**config.mk**
```make
export PLATFORM = sky130hd
export DESIGN_NAME = gpio_hex_display
export DESIGN_NICKNAME = d
export VERILOG_FILES = /design/src/rtl/gpio_disp_pkg.sv /design/src/rtl/seg7_decode.sv /design/src/rtl/gpio_hex_display.sv
export SDC_FILE = /design/constraint.sdc
export NUM_CORES = 1
export LEC_CHECK = 0
export CAP_MARGIN = 30
export CELL_PAD_IN_SITES_DETAIL_PLACEMENT = 0
export CELL_PAD_IN_SITES_GLOBAL_PLACEMENT = 1
export CORE_MARGIN = 2
export CORE_UTILIZATION = 44
export CTS_CLUSTER_DIAMETER = 50
export DETAILED_ROUTE_END_ITERATION = 10
export GPL_ROUTABILITY_DRIVEN = 0
export PLACE_DENSITY = 0.79
export SETUP_SLACK_MARGIN = 0.5
export SLEW_MARGIN = 5
export SYNTH_ARGS = -nofsm -noshare
export SYNTH_HDL_FRONTEND = slang
export SYNTH_SLANG_ARGS = --single-unit
```
**constraint.sdc**
```tcl
create_clock -name clk -period 2.26 [get_ports clk]
set_input_delay 0.339 -clock clk [delete_from_list [all_inputs] [get_ports clk]]
set_output_delay 0.339 -clock clk [all_outputs]
set_load 0.005 [all_outputs]
```
**src/rtl/gpio_disp_pkg.sv**
```systemverilog
// gpio_disp_pkg: shared constants and types for the GPIO hex display.
//   - state_e      : conversion FSM states
//   - WIDTH/DIGITS : input width and number of BCD digits / displays
//   - SEG_*        : active-low seven-segment codes (bit0 = a .. bit6 = g)
//   - DISP_LIMIT   : largest value that fits in eight decimal digits
package gpio_disp_pkg;

  localparam int WIDTH  = 32;
  localparam int DIGITS = 8;

  localparam logic [WIDTH-1:0] DISP_LIMIT = 32'd99_999_999;

  localparam logic [6:0] SEG_DASH  = 7'h3F;
  localparam logic [6:0] SEG_BLANK = 7'h7F;
  localparam logic [6:0] SEG_ZERO  = 7'h40;

  // Indexed directly by a BCD nibble; codes 10..15 never occur after a
  // valid conversion and map to blank so the decoder stays total.
  localparam logic [15:0][6:0] SEG_TABLE = {
    {6{SEG_BLANK}},
    7'h10, 7'h00, 7'h78, 7'h02, 7'h12,
    7'h19, 7'h30, 7'h24, 7'h79, SEG_ZERO
  };

  typedef enum logic [1:0] {IDLE, CONV, UPD} state_e;

endpackage

```
**src/rtl/seg7_decode.sv**
```systemverilog
// seg7_decode: combinational BCD digit to active-low segment pattern.
//   bcd : 4-bit BCD digit
//   seg : segments, bit0 = a .. bit6 = g, active-low
module seg7_decode
  import gpio_disp_pkg::*;
(
  input  logic [3:0] bcd,
  output logic [6:0] seg
);

  assign seg = SEG_TABLE[bcd];

endmodule

```
**src/rtl/gpio_hex_display.sv**
```systemverilog
// gpio_hex_display: converts the CPU GPIO word to eight decimal digits with a
// bit-serial double-dabble engine and drives eight active-low 7-seg displays.
// The HEX registers only update when a conversion completes, so the display
// never shows intermediate shift states.
//   clk, rst_n   : clock, async active-low reset
//   value_in     : unsigned 32-bit value to display
//   HEX0..HEX7   : active-low segments, HEX0 = least significant digit
//   busy         : conversion in flight
//   overflow     : displayed value exceeds 99,999,999 (all dashes shown)
// Build option: GPIO_HEX_LEADING_BLANK_EN blanks leading zero digits.
module gpio_hex_display
  import gpio_disp_pkg::*;
(
  input  logic             clk,
  input  logic             rst_n,
  input  logic [WIDTH-1:0] value_in,
  output logic [6:0]       HEX0,
  output logic [6:0]       HEX1,
  output logic [6:0]       HEX2,
  output logic [6:0]       HEX3,
  output logic [6:0]       HEX4,
  output logic [6:0]       HEX5,
  output logic [6:0]       HEX6,
  output logic [6:0]       HEX7,
  output logic             busy,
  output logic             overflow
);

`ifdef GPIO_HEX_LEADING_BLANK_EN
  localparam logic [DIGITS-1:0][6:0] HEX_RST = {{(DIGITS-1){SEG_BLANK}}, SEG_ZERO};
`else
  localparam logic [DIGITS-1:0][6:0] HEX_RST = {DIGITS{SEG_ZERO}};
`endif

  state_e                   state, state_n;
  logic [4:0]               cnt;
  logic [WIDTH-1:0]         shift_q;
  logic [WIDTH-1:0]         last_val;
  logic [DIGITS-1:0][3:0]   bcd_q;
  logic [DIGITS-1:0][3:0]   bcd_adj;
  logic [2*WIDTH-1:0]       dd_next;
  logic                     ovf_pend;
  logic [DIGITS-1:0][6:0]   seg;
  logic [DIGITS-1:0][6:0]   disp;
  logic [DIGITS-1:0][6:0]   hex_q;

`ifdef GPIO_HEX_LEADING_BLANK_EN
  // lead_zero[i]: digit i and every digit above it are zero
  logic [DIGITS:0]          lead_zero;
  assign lead_zero[DIGITS] = 1'b1;
`endif

  for (genvar g = 0; g < DIGITS; g++) begin : g_dig
    assign bcd_adj[g] = (bcd_q[g] >= 4'd5) ? bcd_q[g] + 4'd3 : bcd_q[g];

    seg7_decode u_dec (.bcd(bcd_q[g]), .seg(seg[g]));

`ifdef GPIO_HEX_LEADING_BLANK_EN
    assign lead_zero[g] = (bcd_q[g] == 4'd0) && lead_zero[g+1];
    if (g == 0) begin : g_lsd
      // units digit always shows, so zero reads as a single "0"
      assign disp[g] = ovf_pend ? SEG_DASH : seg[g];
    end else begin : g_upper
      assign disp[g] = ovf_pend     ? SEG_DASH  :
                       lead_zero[g] ? SEG_BLANK : seg[g];
    end
`else
    assign disp[g] = ovf_pend ? SEG_DASH : seg[g];
`endif
  end

  // one double-dabble step: add-3 correction, then shift {bcd, shift} left
  assign dd_next = {bcd_adj, shift_q} << 1;

  always_comb begin
    state_n = state;
    case (state)
      IDLE: if (value_in != last_val) state_n = CONV;
      CONV: if (cnt == 5'(WIDTH-1))   state_n = UPD;
      UPD:                            state_n = IDLE;
      default:                        state_n = IDLE;
    endcase
  end

  always_ff @(posedge clk or negedge rst_n) begin
    if (!rst_n) state <= IDLE;
    else        state <= state_n;
  end

  always_ff @(posedge clk or negedge rst_n) begin
    if (!rst_n) begin
      cnt      <= '0;
      shift_q  <= '0;
      last_val <= '0;
      bcd_q    <= '0;
      ovf_pend <= 1'b0;
      overflow <= 1'b0;
      hex_q    <= HEX_RST;
    end else begin
      case (state)
        IDLE: if (value_in != last_val) begin
          shift_q  <= value_in;
          last_val <= value_in;
          bcd_q    <= '0;
          ovf_pend <= (value_in > DISP_LIMIT);
          cnt      <= '0;
        end
        CONV: begin
          {bcd_q, shift_q} <= dd_next;
          cnt              <= cnt + 5'd1;
        end
        UPD: begin
          hex_q    <= disp;
          overflow <= ovf_pend;
        end
        default: ;
      endcase
    end
  end

  assign busy = (state != IDLE);

  assign HEX0 = hex_q[0];
  assign HEX1 = hex_q[1];
  assign HEX2 = hex_q[2];
  assign HEX3 = hex_q[3];
  assign HEX4 = hex_q[4];
  assign HEX5 = hex_q[5];
  assign HEX6 = hex_q[6];
  assign HEX7 = hex_q[7];

endmodule

```
==> metrics.md <==
| Metric | Value |
|---|---|
| Share of synthesized registers carrying an async set or reset | 100% |
| Pwr dens | approximately 920 mW/mm^2 |
| Sink Count | 161 |
| Synthesized area per cell | 9.30 um^2 |
| WS Path Type | flop to flop |
| Remaining routing DRC violations | 0 |
| Synth Area in Compound Gates | 20.5% |
| Worst-Margin Slew | roughly 0.52 ns |
| Vias post-DR | 7253 |
| CP Data Arrival Time | 2.27 ns |
| Met2 Use GR | 33.5% |
| Count of state elements after synthesis | 161 |
| CP max stage delay | 0.41 ns |
| CTS tree | built |
| Worst path bufs/invs | 1 |
| Rows | 51 |
| Synth Instances | 955 |
| WL final | roughly 21 mm |
| Final hold viol count | 0 |
| Sequential area share after synthesis | a little under half |
| Max transition margin | 65.1% |
| Adder-Cell Fraction of Synth Area | 5.91% |
| Dpl cells | 1308 |
| VDD IR max | roughly 0.63 mV |
| Gr usage total | 20.6% |
| Crit path from | last_val[28] |
| CTS H-Tree Depth | 4 |
| Share of cells above drive strength 1 | 15.5% |
| Final critical-path required period | 1.97 ns |
| Nets | 1145 |
| IO buf count | 91 |
| Worst min path class | input port to asynchronous set/reset pin |
| Fmax | 508 MHz |
| Most Used Layer, Global Route | met2 |
| Vias in the first global route | 7077 |
| Synth Area in Simple Gates | 14.6% |
| RSZ-0062 raised after global routing | true |
| Worst setup EP type | flop |
| Met1 Usage GRT | 28.8% |
| Placed Area | 0.0104 mm^2 |
| Core area | 0.0197 mm^2 |
| Initial antenna violation count | 0 |
| Die W | about 150 um |
| Synth Flop Type | dfrtp_1 |
| Crit path max fanout | 26 |
| Met3 Use GR | 3.75% |
| Maximum clock insertion buffer count | 2 |
| Largest net degree at the start of global routing | 59 |
| CP cell instances | xnor2_2, nand4_1, nor4_4, a21oi_4, buf_12, a221o_1 |
| Clock root buffer | clkbuf_16 |
| Number of diodes | 0 |
| Most frequent cell after synthesis | dfrtp_1 |
| Initial Utilization | 45.2% |
| Slew Viols, Final | 0 |
| Post-synth top cells | 153 x dfrtp_1, 122 x nand2_1, 85 x a21oi_1 |
| Setup violators final | 0 |
| R2R cell count | 6 |
| Setup TNS | 0 ns |
| Mapped Area | 0.00889 mm^2 |
| Post-synth cell types | 43 |
| Final cell count without fillers | 1346 |
| Dominant cells by area after synthesis | dfrtp_1 43%, ha_1 5.9%, nand2_1 5.2% |
| Number of flops mapped to enable cells by yosys | 0 |
| Io pins | 92 |
| Pleak | 4.79 nW |
| Die area | 0.0213 mm^2 |
| Dpl hpwl | around 15 mm |
| DR iter-0 viols | 417 |
| Skew-Pair Late Insertion Delay | around 0.43 ns |
| Period utilisation layout | between 80% and 90% |
| First-pass GRT wire length | between 30 and 40 mm |
| Final core occ | 57.2% |
| CP max stage cell | dfrtp_1 |
| CP delay by family, top | simple AND/OR/NAND/NOR gates |
| Dominant cell type by area after synthesis | dfrtp_1 |
| Post-Route Skew | 0.0105 ns |
| Die H | 146 um |
| Synth top area share | ~43% |
| Fill count | 1819 |
| CTS buffer count | 17 |
| Status | finished, final reports clean |
| Wire per inst | 15.9 um |
| Layout Cell Area excl Fill | 0.0112 mm^2 |
| Main combinational cell family by area after synthesis | compound AO/OA/AOI/OAI gates |
| CTS clock-pin slew for the worst setup and hold paths | 0.06 ns |
| Nature of the critical path startpoint | flop |
| CP Data Required Time | 2.56 ns |
| GRT Residual Overflow | 0 |
| XOR/XNOR share of the synthesized area | 4.04% |
| Post-route ant nets | 0 |
| Post-synthesis mux area share | 4.41% |
| Critical path depth in cells | 6 |
| DR pass1 iterations | 5 |
| MaxCap Viol Count | 0 |
| R2r setup slk | 0.29 ns |
| Area Growth Syn to Fin | 26.4% |
| Synthesis Warnings | 0 |
| Post-Syn Nets | 1031 |
| Worst r2r dst | shift_q[12] |
| Vias per inst | 5.39 |
| Critical R2R Launch | last_val[28] |
| Critical path capture point | shift_q[12] |
## timing repair
action | in CTS | in global routing
pin swaps | 5 | 7
resized for setup | 22 | 20
hold buffers | 1 | 0
endpoints found under the hold margin | 46 | 0
setup endpoints to repair | 131 | 121
buffers inserted | 1 | 4
gates cloned | 0 | 1
## per-layer routing
layer	vias to the layer above	share of wire (%)	wire, um
met5	-	0	0
met4	0	1.2	248
met3	20	3.3	696
met2	129	48	10400
met1	3512	47	10100
li1	3592	-	-
## cells in the final DEF, fill, tap and decap left out, types with 3 or more instances in the layout
cell type,instances
dfrtp_1,150
nand2_1,122
a21oi_1,85
clkdlybuf4s50_1,80
o21ai_0,77
nor2_1,73
buf_4,53
inv_1,45
ha_1,42
o22ai_1,36
mux2_2,33
xnor2_1,29
clkbuf_16,18
nor2b_1,16
a22o_1,16
a211o_1,16
a221o_1,15
and4_1,15
nand2b_1,14
xnor2_2,11
nand4_1,10
dlygate4sd2_1,10
buf_12,10
o31ai_1,9
o211ai_1,9
dfstp_2,8
o21a_1,7
o22a_1,6
clkbuf_8,6
a21o_1,5
nor3b_1,4
nor3_2,3
or2_2,3
a22oi_1,3
dfrtp_2,3
clkbuf_1,3
clkinv_2,3
buf_6,3
## worst reg2reg max path: stages, from the launching register on
cell and delay (ns):
dfrtp_1 0.41, xnor2_2 0.20, nand4_1 0.19, nor4_4 0.38
a21oi_4 0.15, buf_12 0.19, a221o_1 0.33
## how the worst min path moves through the flow
stage,from,endpoint,slack [ns],cells past startpoint
after floorplan,rst_n,HEX0[0],0.04,0
after global placement,rst_n,HEX5[3],0.33,1
after detailed placement,rst_n,HEX5[3],0.33,1
after CTS,rst_n,HEX5[3],0.45,2
after global routing,rst_n,HEX5[3],0.48,2
final,rst_n,HEX5[3],0.44,2
## final cells by class
class / instances / area (um^2) / share of cell area, %
clock inverter: 5 / 75.1 / 0.668
timing repair buffer: 158 / 1560 / 13.8
inverter: 45 / 169 / 1.50
sequential: 161 / 4040 / 36.0
clock buffer: 26 / 519 / 4.62
tap: 265 / 332 / 2.95
multi-input combinational: 686 / 4540 / 40.4
## where the power goes
group / switching (mW) / internal (mW)
Combinational: 1.90 / 1.57
Clock: 1.12 / 1.79
Sequential: 0.643 / 3.28
Total: 3.66 / 6.65
## flip-flops by register name, summed over array words and instances, names as in the netlist, 7 cells and up
signal and flops:
HEX6 7, HEX5 7, HEX2 7, HEX1 7
HEX0 7, HEX3 7, last_val 32, HEX4 7
bcd_q 32, HEX7 7, shift_q 32
## cell families (layout without fill, tap and decap cells)
| group | after synthesis | in the layout |
|---|---|---|
| multiplexers | 35 | 35 |
| XOR/XNOR | 41 | 41 |
| adder cells (fa/ha/maj) | 42 | 42 |
| AO/OA/AOI/OAI | 292 | 292 |
| buffers and inverters | 108 | 234 |
| AND/OR/NAND/NOR | 276 | 276 |
| flip-flops | 161 | 161 |
## metrics by stage
stage          setup slack (ns)  power, mW  hold slack, ns
6_report                  0.291       10.3           0.442
2_1_floorplan             0.365       6.42          0.0434
5_1_grt                   0.196       11.2           0.480
3_5_place_dp             -0.290       7.36           0.334
3_3_place_gp             -0.249       7.35           0.333
4_1_cts                   0.287       10.3           0.454
Note: power is estimated with default switching activity, not from simulation.
